File: src/rtl/mdu_hilo_if.sv
// Handshake/data bundle between the EX stage and the multiply/divide unit.
// The EX side drives operands and HI/LO writes; the unit returns HI/LO and status.
interface mdu_hilo_if #(
    parameter int WIDTH = 32
);
    logic             start;
    logic [1:0]       op;
    logic [WIDTH-1:0] a;
    logic [WIDTH-1:0] b;
    logic             flush;
    logic             mthi;
    logic             mtlo;
    logic [WIDTH-1:0] wdata;
    logic [WIDTH-1:0] hi;
    logic [WIDTH-1:0] lo;
    logic             busy;
    logic             done;

    modport master (
        output start, op, a, b, flush, mthi, mtlo, wdata,
        input  hi, lo, busy, done
    );

    modport slave (
        input  start, op, a, b, flush, mthi, mtlo, wdata,
        output hi, lo, busy, done
    );
endinterface

File: src/rtl/mdu_hilo.sv
// Iterative radix-2 multiply/divide unit owning the architectural HI/LO registers.
// One operand bit per cycle; signs are stripped on entry and reapplied in FIX.
module mdu_hilo #(
    parameter int WIDTH = 32
) (
    input  logic      clk,
    input  logic      rst_n,
    mdu_hilo_if.slave bus
);
    localparam int CNT_W = $clog2(WIDTH);

    typedef enum logic [1:0] {IDLE, CALC, FIX} state_e;

    state_e             state_q, state_d;
    logic [CNT_W-1:0]   cnt_q, cnt_d;
    logic [WIDTH-1:0]   hi_q, hi_d;
    logic [WIDTH-1:0]   lo_q, lo_d;
    logic               done_q, done_d;
    logic               is_div_q, is_div_d;
    logic               neg_q_q, neg_q_d;
    logic               neg_r_q, neg_r_d;
    logic [WIDTH-1:0]   opnd_q, opnd_d;
    logic [WIDTH:0]     rem_q, rem_d;
    logic [WIDTH-1:0]   quo_q, quo_d;

    logic               signed_op, dz, sa, sb;
    logic signed [WIDTH-1:0] a_s, b_s;
    logic [WIDTH:0]     mul_sum;
    logic [WIDTH+1:0]   div_sh;
    logic               div_ok;
    logic [2*WIDTH-1:0] prod;

    function automatic logic [WIDTH-1:0] mag(input logic signed [WIDTH-1:0] v, input logic neg);
        return neg ? (~v + WIDTH'(1)) : v;
    endfunction

    function automatic logic [WIDTH-1:0] cneg_w(input logic [WIDTH-1:0] v, input logic neg);
        return neg ? (~v + WIDTH'(1)) : v;
    endfunction

    function automatic logic [2*WIDTH-1:0] cneg_2w(input logic [2*WIDTH-1:0] v, input logic neg);
        return neg ? (~v + (2*WIDTH)'(1)) : v;
    endfunction

    always_comb begin
        state_d  = state_q;
        cnt_d    = cnt_q;
        hi_d     = hi_q;
        lo_d     = lo_q;
        done_d   = 1'b0;
        is_div_d = is_div_q;
        neg_q_d  = neg_q_q;
        neg_r_d  = neg_r_q;
        opnd_d   = opnd_q;
        rem_d    = rem_q;
        quo_d    = quo_q;

        a_s       = bus.a;
        b_s       = bus.b;
        // Divide by zero runs as an unsigned divide: the loop then yields all-ones / raw dividend.
        signed_op = ~bus.op[0];
        dz        = bus.op[1] && (bus.b == '0);
        sa        = signed_op && !dz && a_s[WIDTH-1];
        sb        = signed_op && !dz && b_s[WIDTH-1];

        mul_sum = rem_q + {1'b0, (quo_q[0] ? opnd_q : '0)};
        div_sh  = {rem_q, quo_q[WIDTH-1]};
        div_ok  = div_sh >= {2'b00, opnd_q};
        prod    = {rem_q[WIDTH-1:0], quo_q};

        case (state_q)
            IDLE: begin
                if (!bus.flush) begin
                    if (bus.start) begin
                        is_div_d = bus.op[1];
                        neg_q_d  = sa ^ sb;
                        neg_r_d  = sa;
                        if (bus.op[1]) begin
                            quo_d  = mag(a_s, sa);
                            opnd_d = mag(b_s, sb);
                        end else begin
                            quo_d  = mag(b_s, sb);
                            opnd_d = mag(a_s, sa);
                        end
                        rem_d   = '0;
                        cnt_d   = '0;
                        state_d = CALC;
                    end else begin
                        if (bus.mthi) hi_d = bus.wdata;
                        if (bus.mtlo) lo_d = bus.wdata;
                    end
                end
            end
            CALC: begin
                if (bus.flush) begin
                    state_d = IDLE;
                end else begin
                    if (is_div_q) begin
                        rem_d = div_ok ? (WIDTH+1)'(div_sh - {2'b00, opnd_q}) : (WIDTH+1)'(div_sh);
                        quo_d = {quo_q[WIDTH-2:0], div_ok};
                    end else begin
                        rem_d = {1'b0, mul_sum[WIDTH:1]};
                        quo_d = {mul_sum[0], quo_q[WIDTH-1:1]};
                    end
                    cnt_d = cnt_q + 1'b1;
                    if (cnt_q == CNT_W'(WIDTH-1)) state_d = FIX;
                end
            end
            FIX: begin
                state_d = IDLE;
                if (!bus.flush) begin
                    if (is_div_q) begin
                        lo_d = cneg_w(quo_q, neg_q_q);
                        hi_d = cneg_w(rem_q[WIDTH-1:0], neg_r_q);
                    end else begin
                        {hi_d, lo_d} = cneg_2w(prod, neg_q_q);
                    end
                    done_d = 1'b1;
                end
            end
            default: state_d = IDLE;
        endcase
    end

    always_ff @(posedge clk) begin
        if (!rst_n) begin
            state_q <= IDLE;
            cnt_q   <= '0;
            hi_q    <= '0;
            lo_q    <= '0;
            done_q  <= 1'b0;
        end else begin
            state_q <= state_d;
            cnt_q   <= cnt_d;
            hi_q    <= hi_d;
            lo_q    <= lo_d;
            done_q  <= done_d;
        end
    end

    // Iteration datapath carries no reset; it is always reloaded on start.
    always_ff @(posedge clk) begin
        is_div_q <= is_div_d;
        neg_q_q  <= neg_q_d;
        neg_r_q  <= neg_r_d;
        opnd_q   <= opnd_d;
        rem_q    <= rem_d;
        quo_q    <= quo_d;
    end

    assign bus.hi   = hi_q;
    assign bus.lo   = lo_q;
    assign bus.busy = (state_q != IDLE);
    assign bus.done = done_q;
endmodule
File: src/flat_wrapper.sv
// flat-port wrapper written by rule: the top's interface ports become plain ports
module mdu_hilo_flat 
#(
    parameter int WIDTH = 32
)
  (clk, rst_n, bus_start, bus_op, bus_a, bus_b, bus_flush, bus_mthi, bus_mtlo, bus_wdata, bus_hi, bus_lo, bus_busy, bus_done);
  mdu_hilo_if #(.WIDTH(WIDTH)) bus_i ();
  input  logic clk;
  input  logic rst_n;
  input wire logic [$bits(bus_i.start)-1:0] bus_start;
  input wire logic [$bits(bus_i.op)-1:0] bus_op;
  input wire logic [$bits(bus_i.a)-1:0] bus_a;
  input wire logic [$bits(bus_i.b)-1:0] bus_b;
  input wire logic [$bits(bus_i.flush)-1:0] bus_flush;
  input wire logic [$bits(bus_i.mthi)-1:0] bus_mthi;
  input wire logic [$bits(bus_i.mtlo)-1:0] bus_mtlo;
  input wire logic [$bits(bus_i.wdata)-1:0] bus_wdata;
  output wire logic [$bits(bus_i.hi)-1:0] bus_hi;
  output wire logic [$bits(bus_i.lo)-1:0] bus_lo;
  output wire logic [$bits(bus_i.busy)-1:0] bus_busy;
  output wire logic [$bits(bus_i.done)-1:0] bus_done;
  assign bus_i.start = bus_start;
  assign bus_i.op = bus_op;
  assign bus_i.a = bus_a;
  assign bus_i.b = bus_b;
  assign bus_i.flush = bus_flush;
  assign bus_i.mthi = bus_mthi;
  assign bus_i.mtlo = bus_mtlo;
  assign bus_i.wdata = bus_wdata;
  assign bus_hi = bus_i.hi;
  assign bus_lo = bus_i.lo;
  assign bus_busy = bus_i.busy;
  assign bus_done = bus_i.done;
  mdu_hilo #(.WIDTH(WIDTH)) u_core (.clk(clk), .rst_n(rst_n), .bus(bus_i));
endmodule
File: config.mk
export PLATFORM = sky130hd
export DESIGN_NAME = mdu_hilo_flat
export DESIGN_NICKNAME = d
export VERILOG_FILES = /design/src/rtl/mdu_hilo_if.sv /design/src/rtl/mdu_hilo.sv /design/src/flat_wrapper.sv
export SDC_FILE = /design/constraint.sdc
export NUM_CORES = 1
export LEC_CHECK = 0
export CORE_ASPECT_RATIO = 1.25
export CORE_MARGIN = 1
export CORE_UTILIZATION = 56
export DETAILED_ROUTE_END_ITERATION = 16
export PLACE_DENSITY_LB_ADDON = 0.25
export RECOVER_POWER = 50
export SLEW_MARGIN = 20
export SYNTH_ARGS = -nofsm -noshare
export SYNTH_HDL_FRONTEND = slang
export SYNTH_SLANG_ARGS = --single-unit
export TNS_END_PERCENT = 100
File: constraint.sdc
create_clock -name clk -period 16.8 [get_ports clk]
set_clock_uncertainty 0.15 [all_clocks]
set_input_delay 3.36 -clock clk [delete_from_list [all_inputs] [get_ports clk]]
set_output_delay 3.36 -clock clk [all_outputs]
set_load 0.01 [all_outputs]
==> results.md <==
| Metric | This run | Unit |
| --- | --- | --- |
| Count of nets left with antenna violations after detail routing | 0 | - |
| Number of enable-type register cells in the synthesized netlist | 100 | - |
| Worst reg2reg path startpoint | u_core.quo_q[0] | - |
| Count of unique library cells instantiated by Yosys | 72 | - |
| Headroom to the max-slew limit | -44.3 | % |
| Die area | 27,300 | µm² |
| Cell area reported after detailed placement | 16,800 | µm² |
| Cell with the biggest individual delay on the critical path | clkbuf_1 | - |
| Min-Delay Path Depth | 2 | - |
| Total power divided by cell area | 74.0 | nW/µm² |
| Status | complete, but fails checks | - |
| Worst-Margin Slew | 2160 | ps |
| Total of max-cap violations | 4 | - |
| Number of antenna repair diodes | 0 | - |
| Max rail drop VDD | 0.0000664 | V |
| Maximum fanout encountered on the critical timing path | 38 | - |
| Pin count of the biggest net entering global routing | 70 | - |
| Final period utilization | 45.8 | % |
| Placeable core area | 26,100 | µm² |
| Hold-fix buffers at CTS | 0 | - |
| Final routed wire length divided by cell count | 23.4 | µm |
| Total nets after synthesis | 2,034 | - |
| Portion of the post-synthesis area used by sequential elements | 29.8 | % |
| Count of H-tree levels built during CTS | 4 | - |
| Finished Cell Area | 17,400 | µm² |
| Source of the worst hold timing path | u_core.bus.hi[27] | - |
| Number of synthesized register bits | 172 | - |
| Startpoint Class | input port | - |
| Share of layout cells above drive strength 1 | 3.90 | % |
| Area fraction in compound gates after synthesis | 25.8 | % |
| Basic-gate share of the synthesized area counting and, or, nand and nor cells | 20.9 | % |
| End point of the worst hold path | u_core.bus.hi[27] | - |
| DRC Markers | 0 | - |
| Effective utilization at floorplan | 57.1 | % |
| Root Buffer | clkbuf_16 | - |
| GRT Overall Usage | 39.4 | % |
| Min cycle time layout | 7690 | ps |
| Setup Total Neg Slack | 0 | ps |
| Ys async rst share | 0 | % |
| Antenna violations before repair | 0 | - |
| Wire length of the first global-routing pass | 81,700 | µm |
| Register-to-register setup slack | 11,230 | ps |
| Final hold violation count | 0 | - |
| Highest Clock Rate | 0.130 | GHz |
| Reg-to-Reg End | u_core.bus.hi[22] | - |
| Post-Synthesis Cell Area | 14,900 | µm² |
| Critical path buffer and inverter count | 4 | - |
| Number of top-level pins | 170 | - |
| Iteration-0 DRC Markers | 1,672 | - |
| Warnings from Yosys | 0 | - |
| Number of post-CTS setup repair buffers | 0 | - |
| List of cells traversed by the critical path | dlygate4sd3_1, clkbuf_1, inv_2, nor4_1, a211o_1, clkinv_1, o31ai_1, xor2_1, mux2i_1, a21o_1 | - |
| Via count of the first global-routing pass | 14,300 | - |
| Type of the worst setup path | input port to flip-flop | - |
| Syn-to-layout area delta | 16.5 | % |
| Iteration count of the initial detailed-routing pass | 6 | - |
| Mapped Avg Cell Area | 8.02 | µm² |
| Worst endpoint required time | 16,860 | ps |
| Worst Hold Class | flip-flop to flip-flop | - |
| Final Total Pwr | 0.00128 | W |
| Sink Count | 172 | - |
| Die extent in x | 148 | µm |
| Cts bufs inserted | 17 | - |
| R2r worst-path depth | 11 | - |
| Clock transition at the register clock pins on the worst setup and hold paths after CTS | 70 | ps |
| CTS tree | built | - |
| Synth Area in Adders | 6.15 | % |
| Placer Congestion | 0.971 | - |
| DPL Wire Length | 41,000 | µm |
| Pins Over Slew Limit | 175 | - |
| Critical path data arrival time | 7750 | ps |
| Failing checks | capacitance limit, slew limit | - |
| Worst hold slack after final layout | 302 | ps |
| Vert. Die Dim | 184 | µm |
| Routed via count divided by cell count | 6.63 | - |
| Vias | 15,400 | - |
| CP Capture Type | flip-flop | - |
| Post-cts gate resize count | 0 | - |
| Static leakage | 6.80 | nW |
| Nets | 2,138 | - |
| Multiplexer fraction of the synthesized cell area | 3.05 | % |
| Maximum count of clock buffers along a single path | 2 | - |
| Total wirelength of the detailed-routed design | 54,100 | µm |
| CP peak stage delay | 1340 | ps |
| Unrepaired setup endpoints after global routing | false | - |
| Final setup violation count | 0 | - |
| Family with the most delay on the worst path | buffers and inverters | - |
| Gr ovfl total | 0 | - |
| Count of input and output buffers | 169 | - |
| Clock latency on the worst-skew pair | 460 | ps |
| Cell count after synthesis | 1,858 | - |
| Largest family of logic cells by synthesized area | compound AO/OA/AOI/OAI gates | - |
| Top_reg_cell synth | edfxtp_1 | - |
| Site row count | 66 | - |
| Area share of xor/xnor cells in the synthesized design | 10.1 | % |
[registers in the layout, indices dropped and copies added, names as in the netlist]
register and count:
u_core.rem_q 33, u_core.neg_q_q 1, u_core.neg_r_q 1, u_core.bus.hi 32, u_core.is_div_q 1, u_core.bus.lo 32, u_core.cnt_q 5, u_core.quo_q 32
u_core.opnd_q 32, u_core.bus.done 1, u_core.state_q 2
[layout make-up]
type	instances	area [µm²]
timing repair buffer	186	1800
inverter	65	244
sequential	172	4440
fill	2275	8740
clock buffer	20	468
multi-input combinational	1520	9850
tap	340	425
clock inverter	12	113
[where the power goes]
group          leakage [nW]  switching (W)  internal (W)  total, W
Sequential             1.53      0.0000342      0.000475  0.000509
Clock                 0.290       0.000198      0.000209  0.000407
Combinational          4.97       0.000219      0.000149  0.000368
[worst reg2reg max path, delay by kind of cell, from the launching register on]
kind / cells / cell delay [ps]
AOI/OAI and AO/OA: 4 / 970
xor gates and xnor gates: 1 / 660
and+or+nand+nor: 4 / 2040
adders and majority gates: 1 / 330
buffers and inverters: 1 / 820
DFF: 1 / 490
[metrics by stage]
step	utilization, %	setup WS (ps)	std cells
after detailed placement	64.4	9010	2283
after global routing	66.5	8810	2315
after CTS	66.6	9470	2315
after floorplan	-	8890	1858
after global placement	64.4	9200	2283
final	66.5	9110	2315
[layout by cell type (no fill, tap or decap), drive strengths merged, types with 32 or more instances in the layout]
| cell | synthesis | layout |
|---|---|---|
| nor2 | 189 | 189 |
| nand2 | 180 | 180 |
| a21oi | 166 | 166 |
| clkdlybuf4s50 | 0 | 102 |
| o21ai | 102 | 102 |
| edfxtp | 100 | 100 |
| xnor2 | 88 | 88 |
| xor2 | 84 | 84 |
| inv | 63 | 74 |
| dfxtp | 72 | 72 |
| ha | 70 | 70 |
| dlygate4sd3 | 0 | 67 |
| a211oi | 63 | 63 |
| nor2b | 62 | 62 |
| mux2i | 42 | 42 |
| a21o | 37 | 37 |
| nand3 | 33 | 33 |
| nor3 | 32 | 32 |
| o31ai | 32 | 32 |
[how the worst max path moves through the flow]
stage	from	end	slack (ps)	depth (start not counted)
floorplan	bus_flush	u_core.cnt_q[2]	8890	3
global placement	bus_b[4]	u_core.quo_q[3]	9200	10
detailed placement	bus_b[4]	u_core.quo_q[3]	9010	10
CTS	bus_b[4]	u_core.quo_q[3]	9470	10
global route	bus_op[1]	u_core.quo_q[3]	8810	10
finish	bus_op[1]	u_core.quo_q[3]	9110	10
[logic make-up (layout without fill, tap and decap cells)]
group / Yosys count / count (layout)
DFF: 172 / 172
adders and majority gates: 72 / 72
xor gates and xnor gates: 172 / 172
muxes: 45 / 45
and+or+nand+nor: 644 / 644
buffers and inverters: 166 / 283
AOI/OAI and AO/OA: 587 / 587
[routing by layer]
layer	GRT usage, %	vias up	wire length [µm]	part of all wire, %
met5	0	-	0	0
met4	23.7	0	3180	5.9
met1	48.5	7227	20400	38
met3	7.65	179	5360	9.9
met2	64.0	916	25200	46
li1	-	7034	-	-
[synth_stat cells, drive strengths merged (5+ instances only)]
library cell / count / area [µm²]
dfxtp: 72 / 1440
and2: 17 / 106
o21a: 22 / 165
nand3: 33 / 165
nor4: 17 / 113
o211ai: 26 / 195
a21boi: 7 / 52.6
inv: 63 / 236
nand4: 13 / 81.3
or3: 26 / 168
nor2: 189 / 709
a211oi: 63 / 473
a31o: 5 / 43.8
or2: 7 / 43.8
o21ai: 102 / 510
and3: 7 / 43.8
a211o: 10 / 87.6
clkbuf: 93 / 349
a21oi: 166 / 831
edfxtp: 100 / 3000
nand3b: 5 / 37.5
nand2b: 25 / 156
nor2b: 62 / 388
buf: 8 / 30.0
a221oi: 17 / 149
a21o: 37 / 278
o21bai: 9 / 67.6
o41ai: 7 / 61.3
nand2: 180 / 676
ha: 70 / 876
a311oi: 8 / 70.1
mux2i: 42 / 420
nor3: 32 / 160
xnor2: 88 / 771
or4: 16 / 124
o31ai: 32 / 240
o22ai: 7 / 50.1
a31oi: 16 / 100
a22oi: 15 / 113
o211a: 6 / 60.1
xor2: 84 / 736
(Power assumes the default switching activity.)
